File: src/rtl/bc_param_cpu.sv
// Basic Computer accumulator CPU sequenced T0..T6, with memory-ref, register-ref, I/O and interrupt cycle.
// Latency: 5-7 cycles per memory-ref op, 4 per register/I-O op, 3 for the interrupt cycle.
// Backpressure: INPR accepted only while FGI=0 (in_ready), OUTR held while FGO=0 until out_ack.
module bc_param_cpu #(
    parameter int ADDR_W = 12,
    parameter int DATA_W = 16,
    parameter int IO_W   = 8
) (
    input  logic              clk,
    input  logic              rst_n,
    output logic [ADDR_W-1:0] mem_addr,
    input  logic [DATA_W-1:0] mem_rdata,
    output logic [DATA_W-1:0] mem_wdata,
    output logic              mem_we,
    input  logic              in_valid,
    input  logic [IO_W-1:0]   in_data,
    output logic              in_ready,
    output logic [IO_W-1:0]   out_data,
    output logic              out_valid,
    input  logic              out_ack,
    output logic [ADDR_W-1:0] pc,
    output logic [ADDR_W-1:0] ar,
    output logic [DATA_W-1:0] ir,
    output logic [DATA_W-1:0] ac,
    output logic [DATA_W-1:0] dr,
    output logic              e,
    output logic              ien,
    output logic              halted
);

    typedef enum logic [2:0] {T0, T1, T2, T3, T4, T5, T6} sc_t;

    localparam logic [ADDR_W-1:0] A_ONE   = ADDR_W'(1);
    localparam logic [DATA_W-1:0] D_ONE   = DATA_W'(1);
    localparam logic [DATA_W-1:0] IO_MASK = DATA_W'({IO_W{1'b1}});

    sc_t               sc_q, sc_d;
    logic [ADDR_W-1:0] pc_q, pc_d, ar_q, ar_d, tr_q, tr_d;
    logic [DATA_W-1:0] ir_q, ir_d, ac_q, ac_d, dr_q, dr_d;
    logic [IO_W-1:0]   outr_q, outr_d, inpr_q, inpr_d;
    logic              e_q, e_d, i_q, i_d, ien_q, ien_d, r_q, r_d;
    logic              fgi_q, fgi_d, fgo_q, fgo_d, halted_q, halted_d;

    logic [2:0]        opcode;
    logic              d7, rr_skip, io_skip;
    logic [DATA_W:0]   sum;

    assign opcode  = ir_q[DATA_W-2:DATA_W-4];
    assign d7      = (opcode == 3'd7);
    assign sum     = {1'b0, ac_q} + {1'b0, dr_q};
    assign rr_skip = (ir_q[4] & ~ac_q[DATA_W-1]) | (ir_q[3] & ac_q[DATA_W-1]) |
                     (ir_q[2] & (ac_q == '0)) | (ir_q[1] & ~e_q);
    assign io_skip = (ir_q[9] & fgi_q) | (ir_q[8] & fgo_q);

    always_ff @(posedge clk or negedge rst_n) begin
        if (!rst_n) begin
            sc_q     <= T0;
            pc_q     <= '0;
            ar_q     <= '0;
            tr_q     <= '0;
            ir_q     <= '0;
            ac_q     <= '0;
            dr_q     <= '0;
            outr_q   <= '0;
            inpr_q   <= '0;
            e_q      <= 1'b0;
            i_q      <= 1'b0;
            ien_q    <= 1'b0;
            r_q      <= 1'b0;
            fgi_q    <= 1'b0;
            fgo_q    <= 1'b1;
            halted_q <= 1'b0;
        end else begin
            sc_q     <= sc_d;
            pc_q     <= pc_d;
            ar_q     <= ar_d;
            tr_q     <= tr_d;
            ir_q     <= ir_d;
            ac_q     <= ac_d;
            dr_q     <= dr_d;
            outr_q   <= outr_d;
            inpr_q   <= inpr_d;
            e_q      <= e_d;
            i_q      <= i_d;
            ien_q    <= ien_d;
            r_q      <= r_d;
            fgi_q    <= fgi_d;
            fgo_q    <= fgo_d;
            halted_q <= halted_d;
        end
    end

    always_comb begin
        sc_d     = sc_q;
        pc_d     = pc_q;
        ar_d     = ar_q;
        tr_d     = tr_q;
        ir_d     = ir_q;
        ac_d     = ac_q;
        dr_d     = dr_q;
        outr_d   = outr_q;
        inpr_d   = inpr_q;
        e_d      = e_q;
        i_d      = i_q;
        ien_d    = ien_q;
        r_d      = r_q;
        fgi_d    = fgi_q;
        fgo_d    = fgo_q;
        halted_d = halted_q;

        // Ack is applied first so that an OUT in the same cycle overrides it.
        if (out_ack && !fgo_q) fgo_d = 1'b1;

        if (!halted_q) begin
            if (r_q) begin
                unique case (sc_q)
                    T0:      begin ar_d = '0; tr_d = pc_q; sc_d = T1; end
                    T1:      begin pc_d = '0; sc_d = T2; end
                    T2:      begin pc_d = A_ONE; ien_d = 1'b0; r_d = 1'b0; sc_d = T0; end
                    default: sc_d = T0;
                endcase
            end else begin
                unique case (sc_q)
                    T0: begin ar_d = pc_q; sc_d = T1; end
                    T1: begin ir_d = mem_rdata; pc_d = pc_q + A_ONE; sc_d = T2; end
                    T2: begin ar_d = ir_q[ADDR_W-1:0]; i_d = ir_q[DATA_W-1]; sc_d = T3; end
                    T3: begin
                        if (d7 && !i_q) begin
                            // Every set bit acts on pre-cycle values; later bits win on conflict.
                            if (ir_q[11]) ac_d = '0;
                            if (ir_q[10]) e_d = 1'b0;
                            if (ir_q[9])  ac_d = ~ac_q;
                            if (ir_q[8])  e_d = ~e_q;
                            if (ir_q[7])  begin ac_d = {e_q, ac_q[DATA_W-1:1]}; e_d = ac_q[0]; end
                            if (ir_q[6])  begin ac_d = {ac_q[DATA_W-2:0], e_q}; e_d = ac_q[DATA_W-1]; end
                            if (ir_q[5])  ac_d = ac_q + D_ONE;
                            if (rr_skip)  pc_d = pc_q + A_ONE;
                            if (ir_q[0])  halted_d = 1'b1;
                            sc_d = T0;
                        end else if (d7) begin
                            if (ir_q[11]) begin ac_d = (ac_q & ~IO_MASK) | DATA_W'(inpr_q); fgi_d = 1'b0; end
                            if (ir_q[10]) begin outr_d = ac_q[IO_W-1:0]; fgo_d = 1'b0; end
                            if (io_skip)  pc_d = pc_q + A_ONE;
                            if (ir_q[7])  ien_d = 1'b1;
                            if (ir_q[6])  ien_d = 1'b0;
                            sc_d = T0;
                        end else begin
                            if (i_q) ar_d = mem_rdata[ADDR_W-1:0];
                            sc_d = T4;
                        end
                    end
                    T4: begin
                        unique case (opcode)
                            3'd0, 3'd1, 3'd2, 3'd6: begin dr_d = mem_rdata; sc_d = T5; end
                            3'd4:    begin pc_d = ar_q; sc_d = T0; end
                            3'd5:    begin ar_d = ar_q + A_ONE; sc_d = T5; end
                            default: sc_d = T0;
                        endcase
                    end
                    T5: begin
                        sc_d = T0;
                        unique case (opcode)
                            3'd0:    ac_d = ac_q & dr_q;
                            3'd1:    {e_d, ac_d} = sum;
                            3'd2:    ac_d = dr_q;
                            3'd5:    pc_d = ar_q;
                            3'd6:    begin dr_d = dr_q + D_ONE; sc_d = T6; end
                            default: sc_d = T0;
                        endcase
                    end
                    T6: begin
                        if (dr_q == '0) pc_d = pc_q + A_ONE;
                        sc_d = T0;
                    end
                    default: sc_d = T0;
                endcase

                if (sc_q != T0 && sc_q != T1 && sc_q != T2 && ien_q && (fgi_q || fgo_q))
                    r_d = 1'b1;
            end
        end

        // An accepted character beats an INP clear landing in the same cycle.
        if (in_valid && !fgi_q) begin
            inpr_d = in_data;
            fgi_d  = 1'b1;
        end
    end

    always_comb begin
        mem_we    = 1'b0;
        mem_wdata = '0;
        if (!halted_q) begin
            if (r_q) begin
                if (sc_q == T1) begin mem_we = 1'b1; mem_wdata = DATA_W'(tr_q); end
            end else if (sc_q == T4 && opcode == 3'd3) begin
                mem_we = 1'b1; mem_wdata = ac_q;
            end else if (sc_q == T4 && opcode == 3'd5) begin
                mem_we = 1'b1; mem_wdata = DATA_W'(pc_q);
            end else if (sc_q == T6 && opcode == 3'd6) begin
                mem_we = 1'b1; mem_wdata = dr_q;
            end
        end
    end

    assign mem_addr  = ar_q;
    assign in_ready  = ~fgi_q;
    assign out_valid = ~fgo_q;
    assign out_data  = outr_q;
    assign pc        = pc_q;
    assign ar        = ar_q;
    assign ir        = ir_q;
    assign ac        = ac_q;
    assign dr        = dr_q;
    assign e         = e_q;
    assign ien       = ien_q;
    assign halted    = halted_q;

endmodule

File: config.mk
export PLATFORM = sky130hd
export DESIGN_NAME = bc_param_cpu
export DESIGN_NICKNAME = d
export VERILOG_FILES = /design/src/rtl/bc_param_cpu.sv
export SDC_FILE = /design/constraint.sdc
export NUM_CORES = 1
export LEC_CHECK = 0
export BUFFER_PORTS_ARGS = -buffer_cell sky130_fd_sc_hd__buf_2
export CORE_MARGIN = 3
export CORE_UTILIZATION = 35
export CTS_CLUSTER_SIZE = 8
export DETAILED_ROUTE_END_ITERATION = 12
export PLACE_DENSITY_LB_ADDON = 0.15
export SYNTH_ARGS = -nofsm -noshare
export SYNTH_HDL_FRONTEND = slang
export SYNTH_SLANG_ARGS = --single-unit
export TNS_END_PERCENT = 1
File: constraint.sdc
create_clock -name clk -period 3.3 [get_ports clk]
set_input_delay 0.33 -clock clk [delete_from_list [all_inputs] [get_ports clk]]
set_output_delay 0.33 -clock clk [all_outputs]
set_load 0.01 [all_outputs]
==> results of run 1 <==
## final cells by class
class / instances / area share (%)
repair buffers: 193 / 11.4
clock buffers: 11 / 2.48
multi-input cells: 809 / 52.1
flip-flops and latches: 110 / 28.1
well taps: 319 / 4.08
clock inverters: 3 / 0.703
inverters: 30 / 1.15
## power by group
| group | internal (W) | switching, W |
|---|---|---|
| Sequential | 0.00192 | 0.00104 |
| Combinational | 0.00245 | 0.00393 |
| Clock | 0.000684 | 0.000555 |
## routing by layer
metal | global-route usage (%) | part of all wire (%) | vias up
met5 | 0 | 0.040 | -
met4 | 9.66 | 3.3 | 2
met3 | 4.44 | 7.3 | 55
met2 | 39.7 | 43 | 359
met1 | 39.7 | 46 | 4289
li1 | - | - | 4052
## stage by stage
stage / power, W / hold WS [ns]
floorplan: 0.00687 / 0.0344
global placement: 0.00926 / 0.319
detailed placement: 0.00926 / 0.330
CTS: 0.0105 / 0.163
global route: 0.0114 / 0.182
finish: 0.0106 / 0.169
## logic make-up after synthesis
group	count (synthesis)	share of synthesized area, %
AO/OA/AOI/OAI	374	28.2
adder cells (fa/ha/maj)	27	4.09
multiplexers	54	6.97
AND/OR/NAND/NOR	331	18.6
flip-flops	110	32.6
buffers and inverters	128	7.04
XOR/XNOR	23	2.39
## synth_stat cells (16+ instances only)
master and n:
o21ai_0 112, dfrtp_1 109, nand2_1 108, a21oi_1 100
nor2_1 93, clkbuf_1 55, mux2_2 38, nand3_1 31
inv_1 29, ha_1 26, nor3_1 24, buf_2 22
a31oi_1 21, a22oi_1 16, mux2i_1 16, xnor2_1 16
## sequential cells by signal (all words and copies together), names as in the netlist
signal and cells:
fgi_q 1, ar 12, ien 1, halted 1, fgo_q 1, e 1
sc_q 3, out_data 8, tr_q 12, ir 16, dr 16, i_q 1
ac 16, inpr_q 8, pc 12, r_q 1
## critical path: stages (launching register included)
cell and delay (ns):
dfrtp_1 0.38, buf_4 0.21, nor2_1 0.28, nand3_1 0.28, nor2_1 0.89, nand2_1 0.11, o21ai_0 0.17, buf_2 0.19
## timing repair
| action | in CTS | in global routing |
|---|---|---|
| hold buffers | 1 | 0 |
| hold endpoints to repair | 31 | 0 |
| gates resized for setup | 0 | 2 |
| endpoints found under the setup margin | 0 | 8 |
## final timing paths
path                                            to                     from  depth (start not counted)
hold reg to reg            out_data[1]$_DFFE_PN0P_  out_data[1]$_DFFE_PN0P_                          2
max in group asynchronous          fgo_q$_DFF_PN1_                    rst_n                          3
min in group asynchronous        pc[6]$_DFFE_PN0P_                    rst_n                          2
setup reg to reg                ac[14]$_DFFE_PN0P_        dr[1]$_DFFE_PN0P_                          9
hold / removal                     fgo_q$_DFF_PN1_                  out_ack                          2
setup / recovery                      mem_wdata[9]      sc_q[2]$_DFFE_PN0N_                          7
==> results.md, run 1 <==
### Floorplanning
* 56 — # rows
* 35.7% — effective utilization at floorplan
* 161 um — overall die width
* 142 — top-level I/O count
* 26000 sq um — floorplan die area
* 23600 sq um — core box area
* 161 um — Die Y-Extent

### Timing
* 96.9% — fin crit share
* 3.20 ns — crit path time final
* 0 — hold violation count in the final report
* 0 ns — Post-Route Setup TNS
* 0.313 GHz — maximum frequency from static timing analysis
* 1.06 ns — worst slew pin tran
* 0.101 ns — setup slack after layout
* 0.00492 ns — setup clock skew after layout
* 0 — Pins Over Slew Limit
* 29.0% — worst max-slew margin expressed relative to the limit
* 0 — number of setup violations in the final report
* false — setup repair after global routing missed its margin

### Route
* 904 — 1st-iter DRT viols
* 35.0 mm — Total Wirelength
* 5.94 — detailed-route vias per instance
* 0 — Residual DRC
* 0 — number of nets with antenna violations after routing
* 8757 — overall via count from detail_route
* 23.8 um — Avg WL per Cell
* 6 — number of detailed-routing iterations run before antenna repair

### Run
* 0 — Max Cap Violations

### Placement
* 1460 — Post-Place Cells
* 0.950 — RD Place Congestion
* 141 — port bufs
* 26.0 mm — detailed-placement wirelength estimate
* 9460 sq um — Cell Area, Placed
* 0.395 ns — worst slack, placed

### Final layout
* 16.0% — synthesis-to-layout area growth
* 1208 — total number of nets in the final design
* 2508 — count of filler cells inserted in the layout
* 41.4% — utilization of the core after routing
* 5100 sq um — Multi-input gate area
* 140 x buf_2, 112 x o21ai_0, 109 x dfrtp_1, 108 x nand2_1, 100 x a21oi_1 — commonest cells after routing, fill and taps aside
* 23.2% — fraction of layout instances using a drive strength above 1
* 1475 — final non-filler cell total
* 2750 sq um — register area
* 9790 sq um — Final Cell Area
* buf_2 — commonest non-fill, non-tap cell in the layout
* 0 — antenna cell count

### Status
* finished, final reports clean — result of the run

### Synthesis
* 8440 sq um — post-synthesis instance area
* dfrtp_1 32%, o21ai_0 6.6%, a21oi_1 5.9%, mux2_2 5.1%, nand2_1 4.8% — Synth area leaders
* 77 — Synth cell types
* 1047 — number of instances in the synthesized netlist
* 0 — warning count from the yosys run
* dfrtp_1 — cell taking the most area after synthesis
* 32.3% — Yosys top cell area share
* dfrtp_1 — Post-synth top flop
* 100% — share of synthesized registers carrying an async set or reset
* 110 — Yosys reg bits
* 8.06 sq um — mean area per synthesized cell
* 1102 — Mapped Nets
* 32.6% — sequential area share after synthesis
* 0 — EDFF count, synth

### Worst setup path
* 21 — maximum fanout along the worst path
* flip-flop — sort of element at the start of the critical path
* 2.87 ns — signal arrival time at the worst endpoint
* 2.97 ns — CP required
* output pin — Critical Path Sink Type
* reg2out — Worst Setup Path Type
* 0.32 ns — worst reg-to-reg setup slack

### Clock network
* 0.08 ns — Clock transition at path regs
* 110 — number of clock sinks seen by CTS
* 0.36 ns — worst-skew pair later-pin latency
* 3 — deepest level of the CTS H-tree
* yes — CTS tree
* 2 — number of buffers between clock root and the deepest sink
* clkbuf_16 — Root Buffer
* 0 — setup repair bufs after CTS
* 9 — CTS buffer count

### Global route
* 80 — maximum number of pins on one net before global-route repair
* 1 — antenna violations before repair
* 26.9% — Total GRT Usage
* 0 — GRT Residual Overflow
* 53.6 mm — first-pass GRT wire length
* 8341 — number of global-route vias before repair

### Min path
* in2reg — worst min-delay path category

### Power
* 4.27 nW — standby leakage power
* 1080 nW/um^2 — power density normalized to cell area
* 0.428 mV — Max IR drop VDD

(Power assumes the default switching activity.)
==> run 2: changes to the inputs <==
--- a/config.mk
+++ b/config.mk
@@ -6,6 +6,7 @@
 export NUM_CORES = 1
 export LEC_CHECK = 0
 export BUFFER_PORTS_ARGS = -buffer_cell sky130_fd_sc_hd__buf_2
+export CAP_MARGIN = 10
 export CORE_MARGIN = 3
 export CORE_UTILIZATION = 35
 export CTS_CLUSTER_SIZE = 8
==> constraint.sdc (replaced) <==
create_clock -name clk -period 2.8 [get_ports clk]
set_input_delay 0.28 -clock clk [delete_from_list [all_inputs] [get_ports clk]]
set_output_delay 0.28 -clock clk [all_outputs]
set_load 0.01 [all_outputs]
==> run 2 against run 1 <==
- core utilization rose by 0.59 points
- setup slack improved by 0.029 ns
- cell area rose by 1.4%
- routed wire length fell by 2.5%
- clock-buffer cell count fell by 1
- largest cell class unchanged
==> results.md, run 2 (synthesis gave the netlist of run 1 again) <==
### Status
* finished, final reports clean — result of the run, unchanged

### Timing
* 2.67 ns — crit path time final
* 0 — number of setup violations in the final report, unchanged
* 0.137 ns — tightest hold margin, was 0.169 ns
* 95.4% — fin crit share
* 0.0105 ns — setup clock skew after layout, was 0.00492 ns
* 0.712 ns — worst slew pin tran, was 1.06 ns
* 52.4% — worst max-slew margin expressed relative to the limit, was 29.0%
* 0 ns — Post-Route Setup TNS, unchanged
* 0 — Pins Over Slew Limit, unchanged
* true — setup repair after global routing missed its margin, was false
* 0 — hold violation count in the final report, unchanged
* 0.130 ns — setup slack after layout, was 0.101 ns
* 0.375 GHz — maximum frequency from static timing analysis

### Worst setup path
* 1 — Critical path buffers and inverters, was 2
* ac[14]$_DFFE_PN0P_ — RR Endpoint, unchanged
* fa_1 — CP max stage cell, was nor2_1
* ha_1, inv_1, fa_1, nor2b_1, o31a_1, o21a_1, nand4_1, a21oi_2, mux2_2, o32a_1 — ordered list of cells on the worst path, was buf_4, nor2_1, nand3_1, nor2_1, nand2_1, o21ai_0, buf_2
* compound AO/OA/AOI/OAI gates — gate family responsible for the most delay along the worst path, was simple AND/OR/NAND/NOR gates
* 3 — maximum fanout along the worst path, was 21
* 3.05 ns — CP required, was 2.97 ns
* flip-flop — sort of element at the start of the critical path, unchanged
* 0.13 ns — worst reg-to-reg setup slack, was 0.32 ns
* 0.41 ns — CP peak stage delay, was 0.89 ns
* ac[0]$_DFFE_PN0P_ — launching point of the worst reg2reg path, was dr[1]$_DFFE_PN0P_
* reg2reg — Worst Setup Path Type, was reg2out
* 10 — r2r worst-path depth, was 9
* 2.92 ns — signal arrival time at the worst endpoint, was 2.87 ns
* flip-flop — Critical Path Sink Type, was output pin

### Global route
* 0 — antenna violations before repair, was 1
* 8433 — number of global-route vias before repair, was 8341
* 26.5% — Total GRT Usage, was 26.9%
* 52.8 mm — first-pass GRT wire length, was 53.6 mm
* 42 — maximum number of pins on one net before global-route repair, was 80
* 0 — GRT Residual Overflow, unchanged

### Final layout
* 42.0% — utilization of the core after routing, was 41.4%
* buf_2 — commonest non-fill, non-tap cell in the layout, unchanged
* 24.5% — fraction of layout instances using a drive strength above 1, was 23.2%
* 1495 — final non-filler cell total, was 1475
* 0 — antenna cell count, unchanged
* 140 x buf_2, 112 x o21ai_0, 109 x dfrtp_1, 108 x nand2_1, 99 x a21oi_1 — commonest cells after routing, fill and taps aside, was 140 x buf_2, 112 x o21ai_0, 109 x dfrtp_1, 108 x nand2_1, 100 x a21oi_1
* 1226 — total number of nets in the final design, was 1208
* 17.6% — synthesis-to-layout area growth, was 16.0%

### Power
* 0.00647 W — net switching power figure, was 0.00552 W
* 26.7% — Seq pwr share, was 28.0%
* 62.8% — Comb pwr share, was 60.2%
* 10.5% — share of power burned in the clock network, was 11.7%
* 4.35 nW — standby leakage power, was 4.27 nW
* 52.4% — Sw Share, was 52.2%
* 0.00588 W — Internal Pwr Total, was 0.00505 W
* 1240 nW/um^2 — power density normalized to cell area, was 1080 nW/um^2
* 0.510 mV — Max IR drop VDD, was 0.428 mV

### Run
* 0 — Max Cap Violations, unchanged

### Placement
* 1478 — Post-Place Cells, was 1460
* 0.124 ns — worst slack, placed, was 0.395 ns
* 141 — port bufs, unchanged
* 25.5 mm — detailed-placement wirelength estimate, was 26.0 mm
* 0.921 — RD Place Congestion, was 0.950

### Floorplanning
* 23600 sq um — core box area, unchanged
* 35.7% — effective utilization at floorplan, unchanged
* 161 um — Die Y-Extent, unchanged
* 161 um — overall die width, unchanged
* 142 — top-level I/O count, unchanged
* 56 — # rows, unchanged
* 26000 sq um — floorplan die area, unchanged

### Route
* 0 — number of nets with antenna violations after routing, unchanged
* 5.84 — detailed-route vias per instance, was 5.94
* 22.9 um — Avg WL per Cell, was 23.8 um
* 8731 — overall via count from detail_route, was 8757
* 981 — 1st-iter DRT viols, was 904
* 15.8 mm — length of routed wiring on met1, was 16.1 mm
* 2.41 mm — met3 layer wire length in the routed design, was 2.57 mm
* 34.2 mm — Total Wirelength, was 35.0 mm
* 0 — Residual DRC, unchanged
* 7 — number of detailed-routing iterations run before antenna repair, was 6
* 15.3 mm — met2 wire length, was 15.2 mm
* met4 — top layer in use, was met5

### Min path
* 2 — Hold Path Stages, unchanged
* fgo_q$_DFF_PN1_ — worst hold endpoint, unchanged
* out_ack — HP Start, unchanged
* in2reg — worst min-delay path category, unchanged

### Clock network
* 9 — CTS buffer count, unchanged
* 2 — number of buffers between clock root and the deepest sink, unchanged
* clkbuf_16 — Root Buffer, unchanged
* 3 — deepest level of the CTS H-tree, unchanged
* 0.08 ns — Clock transition at path regs, about the same
* 0.36 ns — worst-skew pair later-pin latency, about the same
* 110 — number of clock sinks seen by CTS, unchanged
* 0 — setup repair bufs after CTS, unchanged
* yes — CTS tree, unchanged

-- run 2: cell types whose count changed in the layout (fill, tap and decap cells not counted), sizes merged --
cell and delta:
buf +18, clkbuf -1, bufinv -2, clkinvlp +1, clkinv +3, inv +1
-- run 2: timing repair --
| action | in CTS | in global routing |
|---|---|---|
| hold buffers | 1 | 0 |
| endpoints found under the setup margin | 0 | 9 |
| resized for setup | 0 | 2 |
| endpoints found under the hold margin | 36 | 0 |
-- run 2: stage by stage --
step	area (sq um)	power (W)
after global routing	9930	0.0133
after detailed placement	9630	0.0110
after global placement	9630	0.0110
final	9930	0.0124
after floorplan	8440	0.00810
after CTS	9920	0.0123
-- run 2: area by class of cell --
cell class / instances / area [sq um]
inverter: 30 / 113
clock buffer: 10 / 229
fill: 2516 / 13700
multi-input combinational: 809 / 5100
sequential: 110 / 2750
timing repair buffer: 211 / 1290
clock inverter: 6 / 47.5
tap: 319 / 399
-- run 2: power by group through the flow --
stage | combinational, W | sequential [W] | clock, W
after global placement | 0.00766 | 0.00329 | 0
final | 0.00775 | 0.00330 | 0.00130
after detailed placement | 0.00766 | 0.00330 | 0
after floorplan | 0.00490 | 0.00321 | 0
after global routing | 0.00854 | 0.00341 | 0.00138
after CTS | 0.00769 | 0.00327 | 0.00132
-- run 2: worst max-delay path by stage --
stage / startpoint / end / slack, ns / cells after the start
6_report: ac[0]$_DFFE_PN0P_ / ac[14]$_DFFE_PN0P_ / 0.13 / 10
4_1_cts: ac[0]$_DFFE_PN0P_ / ac[14]$_DFFE_PN0P_ / 0.1 / 10
5_1_grt: ac[0]$_DFFE_PN0P_ / ac[14]$_DFFE_PN0P_ / -0.04 / 10
3_5_place_dp: ac[0]$_DFFE_PN0P_ / ac[14]$_DFFE_PN0P_ / 0.12 / 10
3_3_place_gp: ac[0]$_DFFE_PN0P_ / ac[14]$_DFFE_PN0P_ / 0.18 / 10
2_1_floorplan: dr[0]$_DFFE_PN0P_ / ac[14]$_DFFE_PN0P_ / 0.18 / 10
-- run 2: worst register-to-register path: stages (launching register included) --
cell     delay, ns
dfrtp_1       0.35
ha_1          0.19
inv_1         0.06
fa_1          0.41
nor2b_1       0.17
o31a_1        0.17
o21a_1        0.19
nand4_1       0.18
a21oi_2       0.21
mux2_2        0.35
o32a_1        0.28
-- run 2: per-layer routing --
metal,vias up,track usage (%)
li1,4083,-
met4,0,6.80
met2,358,40.8
met3,45,3.77
met5,-,0
met1,4245,39.0
==> run 3: changes to the inputs <==
--- a/config.mk
+++ b/config.mk
@@ -8,7 +8,7 @@
 export BUFFER_PORTS_ARGS = -buffer_cell sky130_fd_sc_hd__buf_2
 export CAP_MARGIN = 10
 export CORE_MARGIN = 3
-export CORE_UTILIZATION = 35
+export CORE_UTILIZATION = 30
 export CTS_CLUSTER_SIZE = 8
 export DETAILED_ROUTE_END_ITERATION = 12
 export PLACE_DENSITY_LB_ADDON = 0.15
==> run 3 against run 2 <==
- non-clock buffer count rose by 3
- hold slack worse by 0.020 ns
- global-route usage shrank 3.0 points
- sequential cell count is the same
- highest routed layer is now met5
==> results.md, run 3 (synthesis gave the netlist of run 1 again) <==
### Route
* 0 — Residual DRC, unchanged
* 23.3 um — Avg WL per Cell, was 22.9 um
* 6 — number of detailed-routing iterations run before antenna repair, was 7
* 36.1 mm — Total Wirelength, was 34.2 mm
* 5.69 — detailed-route vias per instance, was 5.84
* 0 — number of nets with antenna violations after routing, unchanged
* 1067 — 1st-iter DRT viols, was 981
* 8810 — overall via count from detail_route, was 8731

### Power
* 0.517 mV — Max IR drop VDD, was 0.510 mV
* 4.38 nW — standby leakage power, was 4.35 nW
* 1260 nW/um^2 — power density normalized to cell area, was 1240 nW/um^2
* 0.0127 W — overall power, was 0.0124 W

### Floorplanning
* 30.9% — effective utilization at floorplan, was 35.7%
* 60 — # rows, was 56
* 142 — top-level I/O count, unchanged
* 27300 sq um — core box area, was 23600 sq um
* 174 um — Die Y-Extent, was 161 um
* 174 um — overall die width, was 161 um
* 30200 sq um — floorplan die area, was 26000 sq um

### Final layout
* 0 — antenna cell count, unchanged
* 140 x buf_2, 108 x nand2_1, 106 x dfrtp_1, 103 x o21ai_0, 100 x a21oi_1 — commonest cells after routing, fill and taps aside, was 140 x buf_2, 112 x o21ai_0, 109 x dfrtp_1, 108 x nand2_1, 99 x a21oi_1
* 2944 — count of filler cells inserted in the layout, was 2516
* 24.6% — fraction of layout instances using a drive strength above 1, was 24.5%
* 10000 sq um — Final Cell Area, was 9930 sq um
* 2760 sq um — register area, was 2750 sq um
* 1549 — final non-filler cell total, was 1495
* 5090 sq um — Multi-input gate area, was 5100 sq um
* 18.9% — synthesis-to-layout area growth, was 17.6%
* buf_2 — commonest non-fill, non-tap cell in the layout, unchanged
* 36.7% — utilization of the core after routing, was 42.0%
* 1229 — total number of nets in the final design, was 1226

### Global route
* 54.4 mm — first-pass GRT wire length, was 52.8 mm
* 23.5% — Total GRT Usage, was 26.5%
* 8307 — number of global-route vias before repair, was 8433
* 38 — maximum number of pins on one net before global-route repair, was 42
* 0 — GRT Residual Overflow, unchanged
* 1 — antenna violations before repair, was 0

### Worst setup path
* sc_q[2]$_DFFE_PN0N_ — first element of the critical path, was ac[0]$_DFFE_PN0P_
* 17 — maximum fanout along the worst path, was 3
* output pin — Critical Path Sink Type, was flip-flop
* flip-flop — sort of element at the start of the critical path, unchanged
* ac[0]$_DFFE_PN0P_ — launching point of the worst reg2reg path, unchanged
* ac[14]$_DFFE_PN0P_ — RR Endpoint, unchanged
* mem_wdata[1] — worst setup path end, was ac[14]$_DFFE_PN0P_
* 10 — r2r worst-path depth, unchanged
* reg2out — Worst Setup Path Type, was reg2reg
* 0.11 ns — worst reg-to-reg setup slack, was 0.13 ns
* 2.52 ns — CP required, was 3.05 ns
* 2.45 ns — signal arrival time at the worst endpoint, was 2.92 ns

### Timing
* 0 — hold violation count in the final report, unchanged
* 0 — number of setup violations in the final report, unchanged
* 0 — Pins Over Slew Limit, unchanged
* 0.366 GHz — maximum frequency from static timing analysis, was 0.375 GHz
* 0.699 ns — worst slew pin tran, was 0.712 ns
* 2.73 ns — crit path time final, was 2.67 ns
* 0.0126 ns — setup clock skew after layout, was 0.0105 ns
* 53.3% — worst max-slew margin expressed relative to the limit, was 52.4%
* 97.6% — fin crit share, was 95.4%
* true — setup repair after global routing missed its margin, unchanged

### Clock network
* 110 — number of clock sinks seen by CTS, unchanged
* 3 — deepest level of the CTS H-tree, unchanged
* 9 — CTS buffer count, unchanged
* 0.08 ns — Clock transition at path regs, about the same
* 0 — setup repair bufs after CTS, unchanged
* 2 — number of buffers between clock root and the deepest sink, unchanged
* 0.37 ns — worst-skew pair later-pin latency, was 0.36 ns
* yes — CTS tree, unchanged
* clkbuf_16 — Root Buffer, unchanged

### Placement
* 1534 — Post-Place Cells, was 1478
* 9700 sq um — Cell Area, Placed, was 9630 sq um
* 0.972 — RD Place Congestion, was 0.921
* 141 — port bufs, unchanged
* 26.8 mm — detailed-placement wirelength estimate, was 25.5 mm

### Status
* finished, final reports clean — result of the run, unchanged

### Run
* 0 — Max Cap Violations, unchanged

### Min path
* in2reg — worst min-delay path category, unchanged

run 3: changes by cell type in the layout (fill, tap and decap cells not counted), sizes merged:
cell	previous run	this run
inv	32	30
buf	210	213
bufinv	0	3
clkinv	3	0
run 3: where the power goes:
part / leakage, nW / switching (W) / total, W / internal (W)
registers: 1.36 / 0.00109 / 0.00337 / 0.00227
clock network: 0.155 / 0.000637 / 0.00150 / 0.000867
logic: 2.86 / 0.00480 / 0.00782 / 0.00301
run 3: timing repair:
| action | 4_1_cts | 5_1_grt |
|---|---|---|
| endpoints found under the hold margin | 34 | 0 |
| hold buffers | 1 | 0 |
| endpoints found under the setup margin | 1 | 13 |
| gates cloned | 0 | 0 |
| resized for setup | 1 | 11 |
run 3: worst min path at each step:
stage | endpoint | startpoint | depth (start not counted)
after CTS | fgo_q$_DFF_PN1_ | out_ack | 2
final | fgo_q$_DFF_PN1_ | out_ack | 2
after global routing | inpr_q[5]$_DFFE_PN0P_ | in_data[5] | 2
after detailed placement | pc[11]$_DFFE_PN0P_ | rst_n | 1
after floorplan | ac[0]$_DFFE_PN0P_ | rst_n | 0
after global placement | pc[10]$_DFFE_PN0P_ | rst_n | 1
run 3: through the flow:
step / setup TNS (ns) / hold slack, ns / setup WS (ns)
after floorplan: 0 / -0.0156 / 0.179
after global placement: 0 / 0.326 / 0.196
after detailed placement: 0 / 0.325 / 0.159
after CTS: 0 / 0.112 / 0.00111
after global routing: -0.0994 / 0.135 / -0.0994
final: 0 / 0.117 / 0.0660
run 3: cell type report:
class | count | share of cell area, %
timing repair buffer | 214 | 12.8
inverter | 30 | 1.12
clock inverter | 4 | 0.972
tap | 372 | 4.64
multi-input combinational | 809 | 50.7
sequential | 110 | 27.5
clock buffer | 10 | 2.28
run 3: metal layers:
layer	up-vias	GRT usage (%)	wire [um]
li1	4092	-	-
met1	4334	34.5	17000
met2	335	35.6	16000
met3	47	3.35	2180
met4	2	7.24	857
met5	-	0	13
run 3: critical path, stage by stage (launching register included):
cell      delay, ns
dfrtp_2        0.50
and2b_1        0.21
nand2_2        0.20
nor3b_2        0.07
buf_4          0.22
a222oi_1       0.46
o21ai_0        0.22
buf_2          0.19
